### config.mk
export PLATFORM = sky130hd
export DESIGN_NAME = fft_twiddle_gen
export DESIGN_NICKNAME = d
export VERILOG_FILES = /design/src/rtl/fft_twiddle_gen.sv
export SDC_FILE = /design/constraint.sdc
export NUM_CORES = 1
export LEC_CHECK = 0
export ABC_AREA = 1
export CAP_MARGIN = 25
export CORE_MARGIN = 8
export CORE_UTILIZATION = 50
export CTS_CLUSTER_DIAMETER = 100
export DETAILED_ROUTE_END_ITERATION = 10
export HOLD_SLACK_MARGIN = 0.12
export PLACE_DENSITY = 0.7
export SLEW_MARGIN = 30
export SYNTH_ARGS = -nofsm -noshare
export SYNTH_HDL_FRONTEND = slang
export SYNTH_SLANG_ARGS = --single-unit
### constraint.sdc
create_clock -name clk -period 5.7 [get_ports clk]
set_input_delay 1.14 -clock clk [delete_from_list [all_inputs] [get_ports clk]]
set_output_delay 1.14 -clock clk [all_outputs]
set_load 0.02 [all_outputs]
### src/rtl/fft_twiddle_gen.sv
`timescale 1ns/1ps
// Twiddle-factor source for one stage of a radix-2 DIF SDF pipeline FFT.
// Quarter-wave cosine ROM plus symmetry; 2-cycle latency matches the butterfly output.
module fft_twiddle_gen #(
  parameter int N            = 256,
  parameter int SIZE         = 8,
  parameter int STAGE        = 2,
  parameter int bit_width_tw = 14
) (
  input  logic                    clk,
  input  logic                    rst,
  input  logic                    start,
  input  logic                    in_valid,
  input  logic                    inv,
  output logic [bit_width_tw-1:0] cos_data,
  output logic [bit_width_tw-1:0] sin_data,
  output logic [SIZE-2:0]         tw_idx,
  output logic                    out_valid,
  output logic                    frame_done
);

  localparam int W     = bit_width_tw;
  localparam int AW    = SIZE - 1;
  localparam int Q     = N / 4;
  localparam int ROM_N = Q + 1;
  localparam int L     = N >> (STAGE - 1);

  localparam logic [SIZE-1:0] L_MASK = SIZE'(L - 1);
  localparam logic [SIZE-1:0] HALF_L = SIZE'(L / 2);
  localparam logic [SIZE-1:0] LAST   = SIZE'(N - 1);
  localparam logic [AW-1:0]   QA     = AW'(Q);
  // N/2 does not fit in AW bits; it wraps to 0, which still yields N/2-e modulo 2^AW.
  localparam logic [AW-1:0]   HALF_N = AW'(N / 2);

  if (STAGE < 1 || STAGE > SIZE || N != (1 << SIZE) || N < 8) begin : g_badParams
    $error("fft_twiddle_gen: illegal N/SIZE/STAGE combination");
  end

  function automatic logic [ROM_N*W-1:0] buildRom();
    logic [ROM_N*W-1:0] v;
    real x;
    int  k;
    v = '0;
    for (int i = 0; i < ROM_N; i++) begin
      x = (2.0 ** (W - 2)) * $cos(2.0 * 3.14159265358979323846 * i / N);
      k = (x >= 0.0) ? $rtoi(x + 0.5) : -$rtoi(0.5 - x);
      v[i*W +: W] = W'(k);
    end
    return v;
  endfunction

  localparam logic [ROM_N*W-1:0] ROM_FLAT = buildRom();

  logic [W-1:0] w_rom [ROM_N];
  for (genvar g = 0; g < ROM_N; g++) begin : g_rom
    assign w_rom[g] = ROM_FLAT[g*W +: W];
  end

  logic [SIZE-1:0] r_cnt;
  logic            r_invQ;
  logic [SIZE-1:0] w_cntUse;
  logic [SIZE-1:0] w_p;
  logic            w_first;
  logic            w_effInv;
  logic [AW-1:0]   w_e;
  logic [AW-1:0]   w_cosAddr;
  logic [AW-1:0]   w_sinAddr;
  logic            w_cosNeg;

  logic            r_valid1;
  logic            r_last1;
  logic            r_cosNeg1;
  logic            r_sinNeg1;
  logic [AW-1:0]   r_e1;
  logic [AW-1:0]   r_cosAddr1;
  logic [AW-1:0]   r_sinAddr1;
  logic [W-1:0]    w_cosRom;
  logic [W-1:0]    w_sinRom;

  // A sample is a frame's first either through start or by the counter sitting at 0.
  always_comb begin
    w_cntUse  = start ? '0 : r_cnt;
    w_first   = (w_cntUse == '0);
    w_effInv  = w_first ? inv : r_invQ;
    w_p       = w_cntUse & L_MASK;
    w_e       = '0;
    if (w_p >= HALF_L) begin
      w_e = AW'((w_p - HALF_L) << (STAGE - 1));
    end
    w_cosNeg  = 1'b0;
    w_cosAddr = w_e;
    w_sinAddr = QA - w_e;
    if (w_e > QA) begin
      w_cosNeg  = 1'b1;
      w_cosAddr = HALF_N - w_e;
      w_sinAddr = w_e - QA;
    end
  end

  always_ff @(posedge clk or posedge rst) begin
    if (rst) begin
      r_cnt  <= '0;
      r_invQ <= 1'b0;
    end else if (in_valid) begin
      r_cnt <= w_cntUse + 1'b1;
      if (w_first) begin
        r_invQ <= inv;
      end
    end
  end

  always_ff @(posedge clk or posedge rst) begin
    if (rst) begin
      r_valid1   <= 1'b0;
      r_last1    <= 1'b0;
      r_cosNeg1  <= 1'b0;
      r_sinNeg1  <= 1'b0;
      r_e1       <= '0;
      r_cosAddr1 <= '0;
      r_sinAddr1 <= '0;
    end else begin
      r_valid1 <= in_valid;
      if (in_valid) begin
        r_last1    <= (w_cntUse == LAST);
        r_cosNeg1  <= w_cosNeg;
        r_sinNeg1  <= ~w_effInv;
        r_e1       <= w_e;
        r_cosAddr1 <= w_cosAddr;
        r_sinAddr1 <= w_sinAddr;
      end
    end
  end

  assign w_cosRom = w_rom[r_cosAddr1];
  assign w_sinRom = w_rom[r_sinAddr1];

  // Data outputs only move on valid samples so they hold through bubbles.
  always_ff @(posedge clk or posedge rst) begin
    if (rst) begin
      cos_data   <= '0;
      sin_data   <= '0;
      tw_idx     <= '0;
      out_valid  <= 1'b0;
      frame_done <= 1'b0;
    end else begin
      out_valid  <= r_valid1;
      frame_done <= r_valid1 & r_last1;
      if (r_valid1) begin
        tw_idx   <= r_e1;
        cos_data <= r_cosNeg1 ? -w_cosRom : w_cosRom;
        sin_data <= r_sinNeg1 ? -w_sinRom : w_sinRom;
      end
    end
  end

endmodule
==> impl_metrics.yaml <==
synthesis:
  ys_warn_count: 0
  synth-edff-count: 0
  avgSynthCellArea_sq_um: 6.65
  ys_dominant_reg_cell: "dfrtp_1"
  synth_largest_area_cell: "dfrtp_1"
  post-synth-top-count-cell: "nand2_1"
  ys_seq_area_share_pct: 34.0
  synth_nets: 745
  synth_commonest_cells: "nand2_1 (272), nand3_1 (98), dfrtp_1 (65)"
  syn_area_sq_um: 4780
  ys_ff_latch: 65
  async_reset_ff_share_pct: 100
  yosysUniqueCellTypes: 38
  netlist.area_leader.share_pct: 34.0
  synthCells: 719
  synthTopCellsByArea: "dfrtp_1 (34%), nand2_1 (21%), nand3_1 (10%), ha_1 (5.5%), inv_1 (4.7%)"
global_route:
  grt_pass1_wl_mm: 21.3
  grt_max_degree: 66
  gr-usage-all-layers_pct: 20.1
  overflow: 0
  grt_pass1_vias: 4303
  antenna_found_initial: 0
worst_setup_path:
  max_stage_delay_ps: 780
  start_kind: "flip-flop"
  cp_max_fo: 17
  critPathMostFrequentCell: "nand2_1"
  cp-end-kind: "flip-flop"
  cp.arrival_ps: 3440
  crit_chain: "inv_2 -> ha_1 -> a21oi_1 -> o21ai_1 -> nand2_1 -> nand2_1 -> nand2_1 -> ha_1 -> nand3_1 -> nor2_2 -> nand3_1 -> nand2_1 -> nand3_1 -> nand3_1 -> nand2_1"
  crit_required_ps: 5930
  path_class: "flip-flop to flip-flop"
  critPathSlowestCell: "dfrtp_1"
finish:
  seq_area_sq_um: 1630
  multi_input_area_sq_um: 2710
  finalNetCount: 767
  syn_to_final_growth_pct: 12.4
  n_fill_cell: 899
  drive_gt1_share_pct: 6.17
  antennaDiodeCount: 0
die:
  die_area_sq_um: 12900
  num_rows: 35
  coreArea_sq_um: 9240
  die-height_um: 114
  die_x_um: 114
  io_pins: 42
  initial_core_util_pct: 51.7
detailed_routing:
  wl_per_cell_um: 14.5
  drc_errors: 0
  avgViaCountPerCell: 5.33
  ant_nets: 0
  wl_mm: 12.7
  num_vias: 4668
  firstDrtPassIters: 5
  drt_iter0_drc: 407
sta:
  rsz0062_at_grt: "false"
  skew_ps: 9.84
  tightest_slew_ps: 919
  relSlewSlack_pct: 38.5
  drv_slew: 0
  setup_viol: 0
  layout_min_cycle_time_ps: 3210
  whs_ps: 478
  finalHoldViolations: 0
  finalSetupTns_ps: 0
  fin_crit_sh_pct: 56.4
  max_freq_mhz: 311
clocking:
  cts_root_buffer: "clkbuf_8"
  cts_buffers: 9
  htreeDepth: 3
  hold_buffers: 0
  cts_resized: 0
  clock_latency_ps: 340
  clk_pin_slew_ps: 70
  clockBufferDepth: 2
  cts_tree: "done"
  post_cts_buffers: 0
  cts.sinks: 65
min_path:
  hp-class: "flip-flop to flip-flop"
placed_design:
  gp_congestion: 0.947
  io_buffer_count: 40
  hpwlAfterDp_mm: 9.45
power_and_ir_drop:
  peakVddDrop_uv: 123
  p_per_area_nw_per_um2: 180
  p_leak_nw: 2.75
status:
  status: "finished, final reports clean"
run:
  maxCapViolCount: 0
## placed cells by master, fill, tap and decap left out, types with 4 or more instances in the layout
cell type and count:
a21oi_1 10, o21ai_1 10, o221ai_1 6, nand2_2 6
xnor2_1 5, ha_1 21, nand3_1 98, clkdlybuf4s50_1 40
o22ai_1 5, nor3_1 4, dfrtp_1 65, clkbuf_8 12
nor2_1 44, o21ai_0 36, inv_2 7, xor2_1 8
inv_1 59, nand2_1 272, nand4_1 5, nor2_2 7
## where the power goes
part	switching, W	internal (W)
sequential	0.0000171	0.000472
combinational	0.0000444	0.0000231
clock	0.000173	0.000238
total	0.000235	0.000733
## cell families after synthesis
family	synth area share, %
DFF	34.0
adders and majority gates	5.50
and+or+nand+nor	39.1
other	0.0785
muxes	0.236
AOI/OAI and AO/OA	9.48
xor gates and xnor gates	2.38
buffers and inverters	9.22
## through the flow
stage,setup slack (ps),power [W],utilization [%],std cells,cell area [sq um]
global route,2260,0.00100,58.1,875,5370
finish,2490,0.000968,58.1,875,5370
CTS,2530,0.000976,58.1,875,5370
detailed placement,2150,0.000566,55.9,859,5160
global placement,2250,0.000564,55.9,859,5160
floorplan,2930,0.000539,-,719,4780
## state kept, by name, summed over array words and instances, names as in the netlist
name        cells
r_last1         1
r_sinAddr1      5
r_invQ          1
cos_data       14
r_valid1        1
r_e1            6
sin_data       14
tw_idx          6
r_sinNeg1       1
out_valid       1
r_cosAddr1      5
frame_done      1
r_cosNeg1       1
r_cnt           8
## layer usage
metal  GRT usage [%]  vias up  wire, um
met3            3.33       12       768
li1                -     2352         -
met4            6.48        0       157
met1            28.6     2158      6420
met5               0        -         0
met2            30.1      146      5380
## final timing paths
path / start / end / slack, ps / cells past startpoint
min reg2reg: cos_data[5]$_DFFE_PP0P_ / cos_data[5]$_DFFE_PP0P_ / 480 / 2
max reg2reg: r_e1[1]$_DFFE_PP0P_ / cos_data[10]$_DFFE_PP0P_ / 2490 / 15
min in group asynchronous: rst / cos_data[13]$_DFFE_PP0P_ / 1360 / 3
max in group asynchronous: rst / r_cnt[3]$_DFFE_PP0P_ / 3820 / 3
min: cos_data[5]$_DFFE_PP0P_ / cos_data[5]$_DFFE_PP0P_ / 480 / 2
max: r_e1[1]$_DFFE_PP0P_ / cos_data[10]$_DFFE_PP0P_ / 2490 / 15
## worst max-delay path, delay by kind of cell, from the launching register on
family                     cells  cell delay (ps)
adders and majority gates      2              620
and+or+nand+nor               10              990
AOI/OAI and AO/OA              2              380
DFF                            1              780
buffers and inverters          1              340
## cell type report
| cell class | instances | share of cell area, % |
|---|---|---|
| Timing Repair Buffer | 42 | 7.73 |
| Clock buffer | 14 | 3.21 |
| Inverter | 66 | 4.61 |
| Multi-Input combinational cell | 557 | 50.5 |
| Clock inverter | 2 | 0.652 |
| Sequential cell | 65 | 30.3 |
| Tap cell | 129 | 3.00 |
Power figures use the tool's default switching activity.
